## config.mk

```make
export PLATFORM = sky130hd
export DESIGN_NAME = wb_imem_dmem_arbiter
export DESIGN_NICKNAME = d
export VERILOG_FILES = /design/src/rtl/wb_imem_dmem_arbiter.sv
export SDC_FILE = /design/constraint.sdc
export NUM_CORES = 1
export LEC_CHECK = 0
export BUFFER_PORTS_ARGS = -buffer_cell sky130_fd_sc_hd__buf_2
export CORE_AREA = 2 2 108 110
export DETAILED_ROUTE_END_ITERATION = 8
export DIE_AREA = 0 0 110 112
export PLACE_DENSITY_LB_ADDON = 0.08
export SLEW_MARGIN = 10
export SYNTH_ARGS = -nofsm -noshare
export SYNTH_HDL_FRONTEND = slang
export SYNTH_SLANG_ARGS = --single-unit
```

## constraint.sdc

```tcl
create_clock -name clk -period 1.9 [get_ports clk]
set_input_delay 0 -clock clk [delete_from_list [all_inputs] [get_ports clk]]
set_output_delay 0 -clock clk [all_outputs]
set_load 0.01 [all_outputs]
```

## src/rtl/wb_imem_dmem_arbiter.sv

```systemverilog
// Two-master (iwb/dwb) to one-slave Wishbone classic arbiter with a registered grant FSM.
// Optional grant watchdog enabled by defining WB_ARB_TIMEOUT_EN.
module wb_imem_dmem_arbiter #(
  parameter int unsigned ADDR_WIDTH  = 32,
  parameter int unsigned DATA_WIDTH  = 32,
  parameter int unsigned ROUND_ROBIN = 1,
  parameter int unsigned TIMEOUT_CYC = 16
) (
  input  logic                    clk,
  input  logic                    rst,
  input  logic [ADDR_WIDTH-1:0]   m0_adr_i,
  input  logic                    m0_cyc_i,
  input  logic                    m0_stb_i,
  output logic [DATA_WIDTH-1:0]   m0_dat_o,
  output logic                    m0_ack_o,
  output logic                    m0_err_o,
  input  logic [ADDR_WIDTH-1:0]   m1_adr_i,
  input  logic [DATA_WIDTH-1:0]   m1_dat_i,
  input  logic                    m1_we_i,
  input  logic [DATA_WIDTH/8-1:0] m1_sel_i,
  input  logic                    m1_cyc_i,
  input  logic                    m1_stb_i,
  output logic [DATA_WIDTH-1:0]   m1_dat_o,
  output logic                    m1_ack_o,
  output logic                    m1_err_o,
  output logic [ADDR_WIDTH-1:0]   s_adr_o,
  output logic [DATA_WIDTH-1:0]   s_dat_o,
  output logic                    s_we_o,
  output logic [DATA_WIDTH/8-1:0] s_sel_o,
  output logic                    s_cyc_o,
  output logic                    s_stb_o,
  input  logic [DATA_WIDTH-1:0]   s_dat_i,
  input  logic                    s_ack_i,
  input  logic                    s_err_i
);

  typedef enum logic [1:0] {
    IDLE  = 2'd0,
    GNT_I = 2'd1,
    GNT_D = 2'd2
  } state_e;

  state_e state_q, state_d;
  logic   last_d_q, last_d_d;
  logic   req0, req1;
  logic   gnt_i, gnt_d;
  logic   g_cyc, g_stb, g_ack, g_err;
  logic   timeout_hit;

  assign req0  = m0_cyc_i & m0_stb_i;
  assign req1  = m1_cyc_i & m1_stb_i;
  assign gnt_i = (state_q == GNT_I);
  assign gnt_d = (state_q == GNT_D);

  // Handshake of whichever master currently owns the slave
  assign g_cyc = (gnt_i & m0_cyc_i) | (gnt_d & m1_cyc_i);
  assign g_stb = (gnt_i & m0_stb_i) | (gnt_d & m1_stb_i);
  assign g_ack = g_cyc & g_stb & s_ack_i;
  assign g_err = g_cyc & g_stb & s_err_i;

`ifdef WB_ARB_TIMEOUT_EN
  localparam int unsigned CNT_W = $clog2(TIMEOUT_CYC + 1);

  logic [CNT_W-1:0] cnt_q, cnt_d;

  // Cleared while idle, so it always starts from zero on grant entry
  always_comb begin
    cnt_d = cnt_q;
    if (state_q == IDLE) begin
      cnt_d = '0;
    end else if (!(s_ack_i || s_err_i)) begin
      cnt_d = cnt_q + CNT_W'(1);
    end
  end

  // A genuine ack or err in the expiry cycle wins over the forced error
  assign timeout_hit = g_cyc && (cnt_q == CNT_W'(TIMEOUT_CYC)) && !s_ack_i && !s_err_i;

  always_ff @(posedge clk) begin
    if (rst) begin
      cnt_q <= '0;
    end else begin
      cnt_q <= cnt_d;
    end
  end
`else
  logic unused_timeout;
  assign unused_timeout = ^32'(TIMEOUT_CYC);
  assign timeout_hit    = 1'b0;
`endif

  // Grant sequencing; every grant returns through IDLE, giving one dead cycle
  always_comb begin
    state_d  = state_q;
    last_d_d = last_d_q;
    case (state_q)
      IDLE: begin
        if (req0 && req1) begin
          if ((ROUND_ROBIN != 0) && last_d_q) begin
            state_d = GNT_I;
          end else begin
            state_d = GNT_D;
          end
        end else if (req0) begin
          state_d = GNT_I;
        end else if (req1) begin
          state_d = GNT_D;
        end
      end
      default: begin
        if (!g_cyc || g_ack || g_err || timeout_hit) begin
          state_d = IDLE;
        end
      end
    endcase
    if (state_q == IDLE && state_d == GNT_I) begin
      last_d_d = 1'b0;
    end else if (state_q == IDLE && state_d == GNT_D) begin
      last_d_d = 1'b1;
    end
  end

  always_ff @(posedge clk) begin
    if (rst) begin
      state_q  <= IDLE;
      last_d_q <= 1'b0;
    end else begin
      state_q  <= state_d;
      last_d_q <= last_d_d;
    end
  end

  // Slave-side mux of the granted master
  always_comb begin
    s_adr_o = '0;
    s_dat_o = '0;
    s_we_o  = 1'b0;
    s_sel_o = '0;
    s_cyc_o = 1'b0;
    s_stb_o = 1'b0;
    if (gnt_i) begin
      s_adr_o = m0_adr_i;
      s_sel_o = '1;
      s_cyc_o = m0_cyc_i;
      s_stb_o = m0_stb_i;
    end else if (gnt_d) begin
      s_adr_o = m1_adr_i;
      s_dat_o = m1_dat_i;
      s_we_o  = m1_we_i;
      s_sel_o = m1_sel_i;
      s_cyc_o = m1_cyc_i;
      s_stb_o = m1_stb_i;
    end
    if (timeout_hit) begin
      s_cyc_o = 1'b0;
      s_stb_o = 1'b0;
    end
  end

  assign m0_dat_o = (gnt_i | gnt_d) ? s_dat_i : '0;
  assign m1_dat_o = (gnt_i | gnt_d) ? s_dat_i : '0;
  assign m0_ack_o = gnt_i & g_ack;
  assign m1_ack_o = gnt_d & g_ack;
  assign m0_err_o = gnt_i & (g_err | timeout_hit);
  assign m1_err_o = gnt_d & (g_err | timeout_hit);

endmodule

```

==> reports/qor_table.md, run 1 <==
| Quantity | Value | Unit |
|---|---|---|
| Metal1 wirelength | 2420 | µm |
| Worst IR drop on VDD | 0.000286 | V |
| Maximum buffer depth of the clock tree | 2 | - |
| Post-route DRC violation count | 0 | - |
| Remaining Overflow, GRT | 0 | - |
| Max cap viols | 0 | - |
| RSZ-0062 raised after global routing | false | - |
| Req. time, crit path | 1900 | ps |
| Placement Rows | 39 | - |
| Pwr Total | 1.07 | mW |
| Worst slack, placed | 48.9 | ps |
| Total number of cells along the worst setup path | 7 | - |
| Leakage dissipation | 1.82 | nW |
| Number of warnings printed during yosys synthesis | 0 | - |
| Pwr per Cell Area | 373 | mW/mm² |
| CP endpoint kind | output pin | - |
| Drt initial violations | 113 | - |
| Final wirelength | 7930 | µm |
| Area overhead of the layout relative to synthesis | 93.9 | % |
| Reg-to-reg critical path endpoint | state_q[0] | - |
| Register-to-register path setup slack | 320 | ps |
| Measured slew at the worst slew-check pin | 414 | ps |
| Slew headroom | 72.4 | % |
| Flops & latches, synth | 3 | - |
| Seq/Total Area, Yosys | 4.06 | % |
| Final Hold Vio Count | 0 | - |
| Count of pins over their slew limit | 0 | - |
| Setup crit start kind | flop | - |
| Data arrival time of the critical path | 1740 | ps |
| Cell-by-cell listing of the critical path | inv_1, ha_2, buf_6, nand3_1, o211ai_1, and3_1, buf_2 | - |
| Final Cycle Share | 91.8 | % |
| Average via count per standard cell | 3.85 | - |
| Die Footprint | 0.0123 | mm² |
| Post-DP Area | 0.00277 | mm² |
| Net count of the mapped netlist | 403 | - |
| Switching power of the nets | 411 | µW |
| Global-route wire length before repair | 10,700 | µm |
| Sw Share | 38.4 | % |
| Cell at the slowest stage of the critical path | sky130_fd_sc_hd__dfxtp_1 | - |
| Final antenna-violating net count | 0 | - |
| Clk network pwr share | 31.2 | % |
| Total vias in the final route | 2,463 | - |
| Avg Inst Size Synth | 5.71 | µm² |
| Finished layout cell area | 0.00287 | mm² |
| Worst setup endpoint | m1_err_o | - |
| Number of buffers added on ports | 279 | - |
| Part of the total power dissipated in sequential elements | 6.9 | % |
| Register-to-Register Path Depth | 7 | - |
| Starting Density | 13.2 | % |
| Setup Total Neg Slack | 0 | ps |
| Area inside the core boundary | 0.0112 | mm² |
| # setup viols final | 0 | - |
| Post-synthesis instance area | 0.00148 | mm² |
| Clock-pin slew reported for the worst setup and hold paths after clock tree synthesis | 30 | ps |
| Routability-driven placement congestion ratio | 0.717 | - |
| Clock latency reported for the late side of the worst-skew pair | 220 | ps |
| Top Layer Used | met4 | - |
| Crit. Startpoint | state_q[0] | - |
| Final clock skew | 0.456 | ps |
| Max Fanout on Critical Path | 20 | - |
| Class of the tightest hold or removal check | in -> reg | - |
| Half-perimeter wire length after placement | 6820 | µm |
| Routed WL per cell | 12.4 | µm |
| Util after Layout | 25.6 | % |
| Share of layout cells above drive strength 1 | 58.5 | % |
| Clock root cell | sky130_fd_sc_hd__clkbuf_16 | - |
| CTS H-tree lvls | 1 | - |
| Largest stage delay, worst path | 390 | ps |
| Routed wire length on met3 | 849 | µm |
| Initial antenna violation count | 0 | - |
| Die width | 110 | µm |
| Antenna Diode Count | 0 | - |
| Number of buffers and inverters on the critical path | 3 | - |
| Aggregate global-route resource usage | 11.2 | % |
| Largest net degree at the start of global routing | 71 | - |
| Count of flip-flops with a built-in enable after synthesis | 0 | - |
| I/O pins | 280 | - |
| Vias in the first global route | 2,157 | - |
| Async set-or-reset flop fraction in the synthesized netlist | 0 | % |
| CTS Buf Count | 3 | - |
| Commonest register cell after synthesis | sky130_fd_sc_hd__dfxtp_1 | - |
| Post-cts hold buffer count | 0 | - |
| Number of distinct library cells after synthesis | 24 | - |
| Crit path kind | reg -> out | - |
| DR WL met2 | 4570 | µm |
| Run status | complete, no violations | - |
| Total iterations of the first detailed-routing run | 4 | - |
| Total Nets Final | 641 | - |
| Highest achievable clock rate | 573 | MHz |
| Number of clock sinks | 3 | - |
| Number of cells produced by synthesis | 259 | - |
| Crit-path leading delay family | buffers and inverters | - |
| Die Y | 112 | µm |
| R2r startpoint | state_q[0] | - |
| Worst hold stages | 4 | - |
| Combinational share of power | 62.0 | % |
| Clock period minus final worst setup slack | 1740 | ps |
| Worst path setup slack after routing | 155 | ps |
| TritonCTS clock tree | done | - |
| Power Internal | 658 | µW |
## metrics by stage
stage / hold slack, ps / std cells
finish: 120 / 639
global route: 160 / 639
CTS: 123 / 639
detailed placement: 285 / 634
global placement: 282 / 634
floorplan: 129 / 259
## cells in the mapped netlist, types with 2 or more instances
| cell type | number | area (µm²) |
|---|---|---|
| sky130_fd_sc_hd__and2_1 | 66 | 413 |
| sky130_fd_sc_hd__nand2_1 | 66 | 248 |
| sky130_fd_sc_hd__buf_4 | 33 | 248 |
| sky130_fd_sc_hd__o21ai_0 | 33 | 165 |
| sky130_fd_sc_hd__clkbuf_1 | 15 | 56.3 |
| sky130_fd_sc_hd__nand3_1 | 7 | 35.0 |
| sky130_fd_sc_hd__and3_1 | 5 | 31.3 |
| sky130_fd_sc_hd__a21o_1 | 4 | 30.0 |
| sky130_fd_sc_hd__inv_1 | 4 | 15.0 |
| sky130_fd_sc_hd__buf_2 | 3 | 15.0 |
| sky130_fd_sc_hd__dfxtp_1 | 3 | 60.1 |
| sky130_fd_sc_hd__ha_1 | 3 | 37.5 |
| sky130_fd_sc_hd__o211ai_1 | 3 | 22.5 |
| sky130_fd_sc_hd__a21oi_1 | 2 | 10.0 |
| sky130_fd_sc_hd__a22o_1 | 2 | 17.5 |
| sky130_fd_sc_hd__nor3b_1 | 2 | 15.0 |
## metal layers
metal,vias to the layer above,track usage (%)
li1,1279,-
met4,0,2.78
met3,6,1.35
met1,1015,9.55
met5,-,0
met2,163,25.3
## cells in the final DEF, fill, tap and decap left out, types with 2 or more instances in the layout
cell type,netlist,layout
sky130_fd_sc_hd__buf_2,3,279
sky130_fd_sc_hd__and2_1,66,66
sky130_fd_sc_hd__nand2_1,66,66
sky130_fd_sc_hd__o21ai_0,33,33
sky130_fd_sc_hd__nand3_1,7,7
sky130_fd_sc_hd__and3_1,5,5
sky130_fd_sc_hd__inv_1,4,4
sky130_fd_sc_hd__a21o_1,4,4
sky130_fd_sc_hd__o211ai_1,3,3
sky130_fd_sc_hd__clkbuf_16,0,3
sky130_fd_sc_hd__dfxtp_1,3,3
sky130_fd_sc_hd__buf_4,33,3
sky130_fd_sc_hd__a21oi_1,2,2
sky130_fd_sc_hd__a22o_1,2,2
sky130_fd_sc_hd__nor3b_1,2,2
sky130_fd_sc_hd__ha_2,0,2
sky130_fd_sc_hd__buf_6,0,2
## what timing repair did
item                       in CTS  in global routing
pin swaps                       1                  1
setup buffers                   1                  0
resized for setup               1                  4
setup endpoints to repair      38                 70
## tightest hold or removal path, cell delays in order
cell and delay, ps:
sky130_fd_sc_hd__buf_2 100, sky130_fd_sc_hd__inv_1 50, sky130_fd_sc_hd__nand3_1 70, sky130_fd_sc_hd__o22ai_1 60
## sequential cells by signal (all words and copies together), names as in the netlist
name and cells:
last_d_q 1, state_q 2
## layout make-up
| type | count | area (µm²) |
|---|---|---|
| well taps | 143 | 179 |
| fillers | 1283 | 8310 |
| clock buffers | 4 | 78.8 |
| repair buffers | 284 | 1440 |
| multi-input cells | 201 | 1090 |
| inverters | 4 | 15.0 |
| flip-flops and latches | 3 | 60.1 |
## power by group through the flow
stage	clock network, mW	logic (mW)	registers [mW]
4_1_cts	0.337	0.675	0.0732
3_5_place_dp	0	0.671	0.0741
2_1_floorplan	0	0.374	0.0727
6_report	0.333	0.663	0.0733
5_1_grt	0.344	0.739	0.0741
3_3_place_gp	0	0.677	0.0741
## worst min-delay path by stage
stage                 from          to
6_report               rst    last_d_q
5_1_grt                rst    last_d_q
4_1_cts                rst    last_d_q
3_5_place_dp   m1_sel_i[2]  s_sel_o[2]
3_3_place_gp   m1_sel_i[1]  s_sel_o[1]
2_1_floorplan  m1_sel_i[0]  s_sel_o[0]
## kinds of logic (layout without fill, tap and decap cells)
| kind of cell | Yosys count | after routing | synth area share [%] |
|---|---|---|---|
| adders and majority gates | 3 | 3 | 2.54 |
| DFF | 3 | 3 | 4.06 |
| AOI/OAI and AO/OA | 48 | 48 | 18.9 |
| buffers and inverters | 55 | 292 | 22.6 |
| and+or+nand+nor | 150 | 150 | 51.9 |
(Power assumes the default switching activity.)
==> run 2: changes to the inputs <==
Settings changed: MAX_ROUTING_LAYER set to met4.
==> reports/qor_table.md, run 2 (synthesized netlist as in run 1, its figures left out) <==
| Quantity | Value | Unit |
|---|---|---|
| Maximum buffer depth of the clock tree | 2 | - |
| Slew headroom | 72.4 | % |
| Highest achievable clock rate | 573 | MHz |
| # setup viols final | 0 | - |
| Clock-pin slew reported for the worst setup and hold paths after clock tree synthesis | 30 | ps |
| Antenna Diode Count | 0 | - |
| Remaining Overflow, GRT | 0 | - |
| Starting Density | 13.2 | % |
| Die Y | 112 | µm |
| Die width | 110 | µm |
| Aggregate global-route resource usage | 11.6 | % |
| Drt initial violations | 112 | - |
| Clock latency reported for the late side of the worst-skew pair | 220 | ps |
| Max Fanout on Critical Path | 20 | - |
| Global-route wire length before repair | 10,700 | µm |
| RSZ-0062 raised after global routing | false | - |
| Area inside the core boundary | 0.0112 | mm² |
| Number of buffers added on ports | 279 | - |
| Final Hold Vio Count | 0 | - |
| Worst IR drop on VDD | 0.000286 | V |
| Setup crit start kind | flop | - |
| Crit path kind | reg -> out | - |
| Number of inserted filler cells in the final layout | 1,283 | - |
| Leakage dissipation | 1.82 | nW |
| Initial antenna violation count | 0 | - |
| Measured slew at the worst slew-check pin | 413 | ps |
| Max cap viols | 0 | - |
| Largest regs | state_q (2), last_d_q (1) | - |
| Final antenna-violating net count | 0 | - |
| CTS Buf Count | 3 | - |
| Final Cycle Share | 91.8 | % |
| Data arrival time of the critical path | 1740 | ps |
| Final wirelength | 7940 | µm |
| Average via count per standard cell | 3.85 | - |
| Util after Layout | 25.6 | % |
| Clock period minus final worst setup slack | 1740 | ps |
| Pwr per Cell Area | 373 | mW/mm² |
| Post-cts hold buffer count | 0 | - |
| Final clock skew | 0.456 | ps |
| Count of pins over their slew limit | 0 | - |
| Most frequent cells in the layout | sky130_fd_sc_hd__buf_2 (279), sky130_fd_sc_hd__and2_1 (66), sky130_fd_sc_hd__nand2_1 (66) | - |
| CTS H-tree lvls | 1 | - |
| Total vias in the final route | 2,463 | - |
| Post-route DRC violation count | 0 | - |
| Req. time, crit path | 1900 | ps |
| Routed WL per cell | 12.4 | µm |
| Die Footprint | 0.0123 | mm² |
| Vias in the first global route | 2,163 | - |
| Placement Rows | 39 | - |
| Setup Total Neg Slack | 0 | ps |
| TritonCTS clock tree | done | - |
| Run status | complete, no violations | - |
| CP endpoint kind | output pin | - |
| Clock root cell | sky130_fd_sc_hd__clkbuf_16 | - |
| Total Nets Final | 641 | - |
| Total iterations of the first detailed-routing run | 4 | - |
| Number of flip-flops in the largest register | 2 | - |
| I/O pins | 280 | - |
| Largest net degree at the start of global routing | 71 | - |
| Share of layout cells above drive strength 1 | 58.5 | % |
| Routability-driven placement congestion ratio | 0.725 | - |
| Class of the tightest hold or removal check | in -> reg | - |
| Half-perimeter wire length after placement | 6820 | µm |
| Register ranked first by flip-flop count | state_q | - |
| Area overhead of the layout relative to synthesis | 93.9 | % |
| Commonest non-fill, non-tap cell in the layout | sky130_fd_sc_hd__buf_2 | - |
| Number of clock sinks | 3 | - |
| Pwr Total | 1.07 | mW |
[run 2: cell counts in the layout (fill, tap and decap cells not counted)]
Identical to the previous run, type by type.
[run 2: metrics by stage]
stage / setup slack [ps] / cell area, µm² / cells / hold WS, ps
2_1_floorplan: 539 / 1480 / 259 / 129
3_3_place_gp: 123 / 2770 / 634 / 282
3_5_place_dp: 48.9 / 2770 / 634 / 285
4_1_cts: 62.6 / 2850 / 639 / 123
5_1_grt: 38.0 / 2870 / 639 / 160
6_report: 155 / 2870 / 639 / 120
[run 2: where the power goes]
part	leakage [nW]	total [mW]	switching (mW)	internal, mW
Combinational	1.76	0.663	0.350	0.313
Clock	0.0382	0.333	0.0565	0.277
Sequential	0.0246	0.0733	0.00444	0.0688
Total	1.82	1.07	0.411	0.658
[run 2: layout make-up]
cell class                      count  area (µm²)  share of cell area (%)
Inverter                            4        15.0                   0.524
Multi-Input combinational cell    201        1090                    38.1
Tap cell                          143         179                    6.24
Sequential cell                     3        60.1                    2.10
Clock buffer                        4        78.8                    2.75
Timing Repair Buffer              284        1440                    50.3
[run 2: metal layers]
| metal | routed length, µm | vias to the layer above | global-route usage [%] |
|---|---|---|---|
| li1 | - | 1279 | - |
| met1 | 2430 | 1017 | 9.58 |
| met2 | 4570 | 161 | 25.3 |
| met3 | 845 | 6 | 1.35 |
| met4 | 91 | 0 | 2.78 |
| met5 | 0 | - | - |
[run 2: repair_timing]
item / in CTS / in global routing
pin swaps: 1 / 1
endpoints found under the setup margin: 38 / 70
gates cloned: 0 / 0
gates resized for setup: 1 / 4
buffers inserted: 1 / 0
[run 2: final timing paths]
path                            cells after the start  startpoint  slack, ps    endpoint
worst min-delay path                                4         rst        120    last_d_q
worst max register to register                      7  state_q[0]        320  state_q[0]
worst max-delay path                                7  state_q[0]        160    m1_err_o
worst min register to register                      2    last_d_q        470    last_d_q
[run 2: worst max-delay path: stages, from the launching register on]
cell,delay [ps]
sky130_fd_sc_hd__dfxtp_1,390
sky130_fd_sc_hd__inv_1,90
sky130_fd_sc_hd__ha_2,230
sky130_fd_sc_hd__buf_6,170
sky130_fd_sc_hd__nand3_1,90
sky130_fd_sc_hd__o211ai_1,170
sky130_fd_sc_hd__and3_1,240
sky130_fd_sc_hd__buf_2,140
